$ cat src/rtl/mem_bus_arbiter.sv
// Round-robin arbiter/sequencer that routes CPU and loader accesses to block RAM or the IO bus.
// Only one transaction is in flight at a time: IDLE -> ISSUE -> (WAIT) -> ACK -> IDLE.
module mem_bus_arbiter #(
  parameter logic [31:0] IO_BASE = 32'hFFFF_FC00,
  parameter int unsigned RD_LAT  = 1
) (
  input  logic        clock,
  input  logic        reset,
  input  logic        c_req,
  input  logic        c_we,
  input  logic [31:0] c_addr,
  input  logic [31:0] c_wdata,
  output logic [31:0] c_rdata,
  output logic        c_ack,
  input  logic        l_req,
  input  logic        l_we,
  input  logic [31:0] l_addr,
  input  logic [31:0] l_wdata,
  output logic [31:0] l_rdata,
  output logic        l_ack,
  output logic        cpu_stall,
  output logic        m_en,
  output logic        m_we,
  output logic [31:0] m_addr,
  output logic [31:0] m_wdata,
  input  logic [31:0] m_rdata,
  output logic        io_en,
  output logic        io_we,
  output logic [31:0] io_addr,
  output logic [31:0] io_wdata,
  input  logic [15:0] io_rdata
);

  // state | meaning
  // IDLE  | no transaction; arbitrate and latch the winner
  // ISSUE | one-cycle strobe to RAM or IO; IO read data captured here
  // WAIT  | RD_LAT cycles of block-RAM read latency
  // ACK   | one-cycle ack pulse to the winner; round-robin pointer updated
  typedef enum logic [1:0] {IDLE, ISSUE, WAIT, ACK} state_t;

  localparam logic [1:0] WAIT_LOAD = 2'(RD_LAT - 1);

  state_t      state;
  logic        owner;        // 0 = CPU, 1 = loader
  logic        prio_loader;  // loader wins the next tie
  logic        cmd_we;
  logic        cmd_io;
  logic [1:0]  wait_cnt;

  logic        grant_l;
  logic        sel_we;
  logic        sel_io;
  logic [31:0] sel_addr;
  logic [31:0] sel_wdata;
  logic [31:0] issue_data;

  always_comb begin
    grant_l    = l_req & (~c_req | prio_loader);
    sel_we     = grant_l ? l_we    : c_we;
    sel_addr   = grant_l ? l_addr  : c_addr;
    sel_wdata  = grant_l ? l_wdata : c_wdata;
    sel_io     = (sel_addr[31:10] == IO_BASE[31:10]);
    issue_data = (cmd_io && !cmd_we) ? {16'b0, io_rdata} : 32'b0;
  end

  assign cpu_stall = c_req & ~c_ack;

  always_ff @(posedge clock) begin
    if (reset) begin
      state       <= IDLE;
      owner       <= 1'b0;
      prio_loader <= 1'b0;
      cmd_we      <= 1'b0;
      cmd_io      <= 1'b0;
      wait_cnt    <= 2'd0;
      c_ack       <= 1'b0;
      l_ack       <= 1'b0;
      c_rdata     <= 32'b0;
      l_rdata     <= 32'b0;
      m_en        <= 1'b0;
      m_we        <= 1'b0;
      m_addr      <= 32'b0;
      m_wdata     <= 32'b0;
      io_en       <= 1'b0;
      io_we       <= 1'b0;
      io_addr     <= 32'b0;
      io_wdata    <= 32'b0;
    end else begin
      case (state)
        IDLE: begin
          if (c_req | l_req) begin
            owner    <= grant_l;
            cmd_we   <= sel_we;
            cmd_io   <= sel_io;
            // strobe registers double as the latched command for ISSUE
            m_en     <= ~sel_io;
            m_we     <= ~sel_io & sel_we;
            m_addr   <= sel_io ? 32'b0 : sel_addr;
            m_wdata  <= sel_io ? 32'b0 : sel_wdata;
            io_en    <= sel_io;
            io_we    <= sel_io & sel_we;
            io_addr  <= sel_io ? sel_addr  : 32'b0;
            io_wdata <= sel_io ? sel_wdata : 32'b0;
            state    <= ISSUE;
          end
        end
        ISSUE: begin
          m_en     <= 1'b0;
          m_we     <= 1'b0;
          m_addr   <= 32'b0;
          m_wdata  <= 32'b0;
          io_en    <= 1'b0;
          io_we    <= 1'b0;
          io_addr  <= 32'b0;
          io_wdata <= 32'b0;
          wait_cnt <= WAIT_LOAD;
          if (cmd_we || cmd_io) begin
            c_ack   <= ~owner;
            l_ack   <= owner;
            c_rdata <= owner ? 32'b0 : issue_data;
            l_rdata <= owner ? issue_data : 32'b0;
            state   <= ACK;
          end else begin
            state <= WAIT;
          end
        end
        WAIT: begin
          if (wait_cnt == 2'd0) begin
            c_ack   <= ~owner;
            l_ack   <= owner;
            c_rdata <= owner ? 32'b0 : m_rdata;
            l_rdata <= owner ? m_rdata : 32'b0;
            state   <= ACK;
          end else begin
            wait_cnt <= wait_cnt - 2'd1;
          end
        end
        ACK: begin
          c_ack       <= 1'b0;
          l_ack       <= 1'b0;
          c_rdata     <= 32'b0;
          l_rdata     <= 32'b0;
          prio_loader <= ~owner;
          state       <= IDLE;
        end
        default: state <= IDLE;
      endcase
    end
  end

endmodule

$ cat config.mk
export PLATFORM = sky130hd
export DESIGN_NAME = mem_bus_arbiter
export DESIGN_NICKNAME = d
export VERILOG_FILES = /design/src/rtl/mem_bus_arbiter.sv
export SDC_FILE = /design/constraint.sdc
export NUM_CORES = 1
export LEC_CHECK = 0
export BUFFER_PORTS_ARGS = -buffer_cell sky130_fd_sc_hd__buf_2
export CAP_MARGIN = 0
export CORE_AREA = 2 2 148 150
export CTS_CLUSTER_SIZE = 12
export DETAILED_ROUTE_END_ITERATION = 6
export DIE_AREA = 0 0 150 152
export PLACE_DENSITY_LB_ADDON = 0.12
export SLEW_MARGIN = 10
export SYNTH_ARGS = -nofsm -noshare
export SYNTH_HDL_FRONTEND = slang
export SYNTH_SLANG_ARGS = --single-unit
export TNS_END_PERCENT = 5
$ cat constraint.sdc
create_clock -name clock -period 2.2 [get_ports clock]
set_input_delay 0.44 -clock clock [delete_from_list [all_inputs] [get_ports clock]]
set_output_delay 0.44 -clock clock [all_outputs]
set_load 0.03 [all_outputs]
==> impl_metrics.json, run 1 <==
{
  "via_per_inst": 4.968,
  "p_clk_share_pct": 29.8,
  "synth_top_area_cell": "dfxtp_1",
  "placed_area_um2": 10100,
  "synth_cells": 869,
  "hold_path_class": "in2reg",
  "finalCritPeriodShare_pct": 89.15,
  "combPwrFrac_pct": 34.0,
  "ys_warn_count": 0,
  "seqPwrFrac_pct": 36.3,
  "cp-start-kind": "flip-flop",
  "p_sw_share_pct": 37.58,
  "io_buffers": 380,
  "maxCapViolCount": 0,
  "tns_ns": 0,
  "grt_pass1_vias": 7079,
  "antenna_found_initial": 1,
  "rsz0062_at_grt": "no",
  "drt_wl_total_um": 24770,
  "antenna_left": 0,
  "synth_seq_cells": 206,
  "drt-initial-drc-count": 284,
  "grt-ovfl-total": 0,
  "power_switching_mw": 4.579,
  "fp.dieH_um": 152,
  "p_per_area_nw_per_um2": 1127,
  "multiInputGateArea_um2": 3427,
  "regArea_um2": 4124,
  "required_ns": 2.63,
  "drc": 0,
  "initial_utilization_pct": 37.08,
  "cts_sinks": 206,
  "crit_fanout": 66,
  "internal_power_mw": 7.606,
  "wire_per_inst_um": 16.33,
  "synth.distinct_cells": 43,
  "stdcell_area_um2": 10810,
  "dieArea_um2": 22800,
  "synth_nets": 1057,
  "path_clk_slew_ns": 0.06,
  "core_um2": 21350,
  "yosysTopAreaCellShare_pct": 52.09,
  "syn2layout_area_growth_pct": 36.59,
  "h-tree-depth": 1,
  "setup_viol": 0,
  "critical_path_class": "reg2reg",
  "hold_viol_final": 0,
  "vdd_ir_drop_max_mv": 0.7852,
  "vias": 7536,
  "grt_pass1_wl_um": 38170,
  "slowest_delay_ns": 0.52,
  "worstPathCellList": "inv_1, ha_1, or3_2, buf_12, a21oi_1, a22o_1",
  "mostFrequentLayoutCell": "buf_2",
  "insertion_delay_ns": 0.49,
  "final_cell_mix": "380 x buf_2, 206 x dfxtp_1, 171 x nand2_1, 100 x a22o_1, 81 x a21oi_1",
  "syn_area_per_cell_um2": 9.110,
  "cts_buffers": 23,
  "placementRows": 54,
  "power_leakage_nw": 5.067,
  "relSlewSlack_pct": 48.29,
  "worst_pin_slew_ns": 0.7756,
  "grt_util_all_layers_pct": 20.54,
  "fin_crit_ns": 1.961,
  "nets": 1412,
  "netlist_area_um2": 7916,
  "pin_count": 381,
  "die_w_um": 150,
  "dpl.hpwl_um": 17600,
  "first_pass_iters": 4,
  "drive_gt1_share_pct": 36.41,
  "cpMaxStageDelayCell": "or3_2",
  "crit_arrival_ns": 2.39,
  "cts_root_buffer": "clkbuf_16",
  "clock_path_buffers": 3,
  "grt_start_max_net_pins": 75,
  "cts_tree": "built",
  "drv_slew": 0,
  "max_freq_ghz": 0.5099,
  "yosysSeqAreaShare_pct": 52.09,
  "routabilityCongestion": 0.9270,
  "yosys-top-cells-area": "dfxtp_1 52%, a22o_1 11%, nand2_1 8.1%",
  "outcome": "finished clean",
  "n_fill_cell": 2105,
  "fin_skew_ns": 0.005892,
  "endpoint_kind": "flip-flop"
}
## state kept, by name, indices dropped and copies added, names as in the netlist, 2 cells and up
| register | flops |
|---|---|
| c_rdata | 32 |
| io_addr | 32 |
| io_wdata | 32 |
| l_rdata | 32 |
| m_addr | 32 |
| m_wdata | 32 |
| state | 2 |
| wait_cnt | 2 |
## synthesized netlist by cell type (all sizes together)
master / instances
nand2b: 2
nand2: 171
a22oi: 33
nor2b: 3
ha: 6
mux2i: 24
nor4b: 1
nand3: 32
and2b: 1
a31oi: 1
o21a: 1
a211o: 1
o31ai: 1
and4: 1
o21ba: 1
nor2: 45
a21oi: 81
clkbuf: 50
nand4: 9
nand3b: 1
dfxtp: 206
buf: 26
o21ai: 50
a2111oi: 2
a22o: 100
and2: 3
nor3: 3
nor4: 2
a211oi: 3
o21bai: 2
or3: 2
a221oi: 1
inv: 4
## worst max-delay path: cells and delay by family, from the launching register on
family | cells | cell delay [ns]
AOI/OAI and AO/OA | 2 | 0.46
adders and majority gates | 1 | 0.19
buffers and inverters | 2 | 0.30
DFF | 1 | 0.39
and+or+nand+nor | 1 | 0.52
## per-stage QoR
stage	setup WS [ns]	hold slack, ns	total power [mW]	utilization, %	instances
6_report	0.2387	0.2144	12.18	50.64	1517
3_3_place_gp	0.2481	0.4292	8.671	47.31	1479
3_5_place_dp	0.2013	0.4314	8.650	47.31	1479
2_1_floorplan	0.2811	0.4367	7.223	-	869
5_1_grt	0.06010	0.2079	12.86	50.63	1516
4_1_cts	0.1825	0.1914	12.31	50.62	1516
## power by group through the flow
stage / registers, mW / logic [mW] / clock network (mW)
floorplan: 5.28 / 1.94 / 0
global placement: 4.49 / 4.18 / 0
detailed placement: 4.49 / 4.16 / 0
CTS: 4.42 / 4.17 / 3.72
global route: 4.48 / 4.49 / 3.89
finish: 4.42 / 4.14 / 3.63
## area by class of cell
type | instances | share of cell area, %
Clock buffer | 35 | 6.202
Sequential cell | 206 | 38.14
Timing Repair Buffer | 406 | 20.24
Inverter | 4 | 0.1389
Multi-Input combinational cell | 583 | 31.69
Clock inverter | 2 | 0.3240
Tap cell | 280 | 3.240
Antenna cell | 1 | 0.02314
## cell families (layout without fill, tap and decap cells)
family	after synthesis	after routing	synth area share, %
multiplexers	24	24	3.035
flip-flops	206	206	52.09
adder cells (fa/ha/maj)	6	6	0.9483
other	0	1	0
AND/OR/NAND/NOR	276	276	14.83
AO/OA/AOI/OAI	277	277	24.15
buffers and inverters	80	447	4.947
## per-layer routing
metal | wire length, um | share of wire [%] | global-route usage (%) | vias up
li1 | - | - | - | 3788
met1 | 10750 | 43 | 25.67 | 3449
met2 | 11520 | 47 | 34.88 | 264
met3 | 2032 | 8.2 | 5.195 | 35
met4 | 465 | 1.9 | 5.885 | 0
met5 | 0 | 0 | 0 | -
## final timing paths
check                                      startpoint  slack, ns  cells after the start                  endpoint
worst max register to register  state[1]$_SDFFE_PP0P_       0.24                      6  io_wdata[0]$_SDFFE_PP0P_
worst min register to register      m_en$_SDFFE_PP0P_       0.44                      2         m_en$_SDFFE_PP0P_
worst max-delay path            state[1]$_SDFFE_PP0P_       0.24                      6  io_wdata[0]$_SDFFE_PP0P_
worst min-delay path                      m_rdata[30]       0.21                      3  l_rdata[30]$_SDFFE_PP0P_
## timing repair
item,4_1_cts,5_1_grt
endpoints found under the setup margin,0,1
hold buffers,0,0
buffers inserted,0,0
gates resized for setup,0,1
No activity file was read; power rests on OpenSTA's default activity.
==> run 2: changes to the inputs <==
BUFFER_PORTS_ARGS = unset   (was -buffer_cell sky130_fd_sc_hd__buf_2)
CORE_AREA = 2 2 147 149   (was 2 2 148 150)
DIE_AREA = 0 0 149 151   (was 0 0 150 152)
DONT_BUFFER_PORTS = 1   (was unset)
==> run 2 against run 1 <==
Global-route usage shrank 1.3 points. Count of clock-buffer cells in the layout shrank 5. Power shrank 4.4%. Die area shrank 1.3%. Setup slack lost 0.087 ns. Routed wire length shrank 4.4%. Register-to-register slack lost 0.09 ns. Clock power shrank 2%. Flip-flop and latch count is the same. Critical path type unchanged. Largest cell class unchanged.
==> impl_metrics.json, run 2 (synthesized netlist as in run 1, its figures left out) <==
{
  "fp.dieH_um": 151,
  "clock_path_buffers": 3,
  "final_cell_mix": "206 x dfxtp_1, 171 x nand2_1, 100 x a22o_1, 79 x a21oi_1, 44 x nor2_1",
  "via_per_inst": 5.655,
  "p_clk_share_pct": 30.5,
  "required_ns": 2.63,
  "fin_crit_ns": 2.049,
  "finalCritPeriodShare_pct": 93.12,
  "worst_pin_slew_ns": 0.6015,
  "maxCapViolCount": 0,
  "path_clk_slew_ns": 0.06,
  "core_um2": 20820,
  "slowest_delay_ns": 0.55,
  "dpl.hpwl_um": 16580,
  "cpMaxStageDelayCell": "or3_2",
  "drv_slew": 0,
  "drt-initial-drc-count": 287,
  "path_buf_inv": 2,
  "relSlewSlack_pct": 59.77,
  "pin_count": 381,
  "drive_gt1_share_pct": 8.362,
  "reg2reg_slack_ns": 0.15,
  "die_w_um": 149,
  "p_sw_share_pct": 38.15,
  "grt_pass1_vias": 6248,
  "dieArea_um2": 22500,
  "hold_viol_final": 0,
  "cts_sinks": 206,
  "initial_utilization_pct": 38.02,
  "combPwrFrac_pct": 23.3,
  "insertion_delay_ns": 0.49,
  "crit_fanout": 34,
  "rsz0062_at_grt": "no",
  "rr_startpoint": "state[1]$_SDFFE_PP0P_",
  "drc": 0,
  "vias": 6424,
  "cts_buffers": 23,
  "max_freq_ghz": 0.4881,
  "power_switching_mw": 4.443,
  "crit_arrival_ns": 2.48,
  "grt_pass1_wl_um": 34760,
  "io_buffers": 0,
  "hold_start": "reset",
  "grt_start_max_net_pins": 69,
  "cp_top_family": "simple AND/OR/NAND/NOR gates",
  "syn2layout_area_growth_pct": 13.01,
  "cts_tree": "built",
  "wire_per_inst_um": 20.85,
  "power_leakage_nw": 3.289,
  "endpoint_kind": "flip-flop",
  "h-tree-depth": 1,
  "fin_skew_ns": 0.008313,
  "placementRows": 53,
  "diodes": 0,
  "worstPathCellList": "inv_1, ha_1, or3_2, buf_4, a21oi_1, a22o_1",
  "first_pass_iters": 5,
  "mostFrequentLayoutCell": "dfxtp_1",
  "setup_viol": 0,
  "met3_usage_pct": 7.470,
  "vdd_ir_drop_max_mv": 0.7330,
  "hold_path_class": "in2reg",
  "holdPathStages": 1,
  "critical_path_class": "reg2reg",
  "met2_usage_pct": 33.36,
  "antenna_found_initial": 0,
  "cp-start-kind": "flip-flop",
  "antenna_left": 0,
  "nets": 1038,
  "grt_use_met1_pct": 21.64,
  "seqPwrFrac_pct": 46.2,
  "outcome": "finished clean",
  "reg2reg_to": "io_addr[0]$_SDFFE_PP0P_",
  "grt-ovfl-total": 0,
  "cts_root_buffer": "clkbuf_16",
  "total_power_mw": 11.65,
  "internal_power_mw": 7.205,
  "p_per_area_nw_per_um2": 1302,
  "tns_ns": 0,
  "whs_endpoint": "l_rdata[0]$_SDFFE_PP0P_",
  "drt_wl_total_um": 23690,
  "grt_util_all_layers_pct": 19.27,
  "routabilityCongestion": 0.9087,
  "r2r_cells": 6,
  "busiest_layer": "met2"
}
-- run 2: cell type report --
type	instances	area (um2)
inverter	4	15.01
timing repair buffer	32	320.3
clock inverter	6	61.31
multi-input combinational	583	3450
sequential	206	4124
clock buffer	30	631.9
fill	2048	11880
tap	275	344.1
-- run 2: worst max-delay path by stage --
stage / from / end / slack (ns) / cells past startpoint
2_1_floorplan: state[0]$_SDFFE_PP0P_ / l_rdata[10]$_SDFFE_PP0P_ / 0.28 / 9
3_3_place_gp: c_addr[28] / m_addr[11]$_SDFFE_PP0P_ / 0.09 / 5
3_5_place_dp: c_addr[28] / m_addr[31]$_SDFFE_PP0P_ / 0.07 / 5
4_1_cts: state[1]$_SDFFE_PP0P_ / io_addr[3]$_SDFFE_PP0P_ / 0.1 / 6
5_1_grt: state[0]$_SDFFE_PP0P_ / c_rdata[0]$_SDFFE_PP0P_ / 0.02 / 8
6_report: state[1]$_SDFFE_PP0P_ / io_addr[0]$_SDFFE_PP0P_ / 0.15 / 6
-- run 2: power groups by stage --
stage	combinational (mW)	clock, mW	sequential (mW)
global route	3.03	3.84	5.43
finish	2.71	3.55	5.39
floorplan	1.94	0	5.28
detailed placement	2.68	0	5.48
global placement	2.60	0	5.47
CTS	2.70	3.65	5.39
-- run 2: metrics by stage --
step | std cells | instance area (um2) | utilization [%] | hold WS [ns] | setup WS (ns)
after global routing | 1136 | 8946 | 42.96 | 0.0005299 | 0.02373
after detailed placement | 1093 | 8160 | 39.19 | 0.4688 | 0.07266
after global placement | 1093 | 8160 | 39.19 | 0.4487 | 0.08609
final | 1136 | 8946 | 42.96 | 0.01972 | 0.1514
after floorplan | 869 | 7916 | - | 0.4367 | 0.2811
after CTS | 1133 | 8894 | 42.71 | 0.0001611 | 0.09802
-- run 2: per-layer routing --
layer,share of wire [%],up-vias,wire (um)
met4,2.8,0,655
met1,37,3031,8833
met3,11,47,2670
met5,0,-,0
li1,-,3036,-
met2,49,310,11530
-- run 2: worst register-to-register path, delay by kind of cell (launching register included) --
family | cells | cell delay (ns)
buf+inv | 2 | 0.39
simple gates | 1 | 0.55
flops | 1 | 0.39
compound gates | 2 | 0.46
fa+ha+maj | 1 | 0.20
-- run 2: repair_timing --
item / 4_1_cts / 5_1_grt
buffers inserted: 0 / 0
setup endpoints to repair: 0 / 35
resized for setup: 0 / 4
endpoints found under the hold margin: 13 / 4
hold buffers: 4 / 3
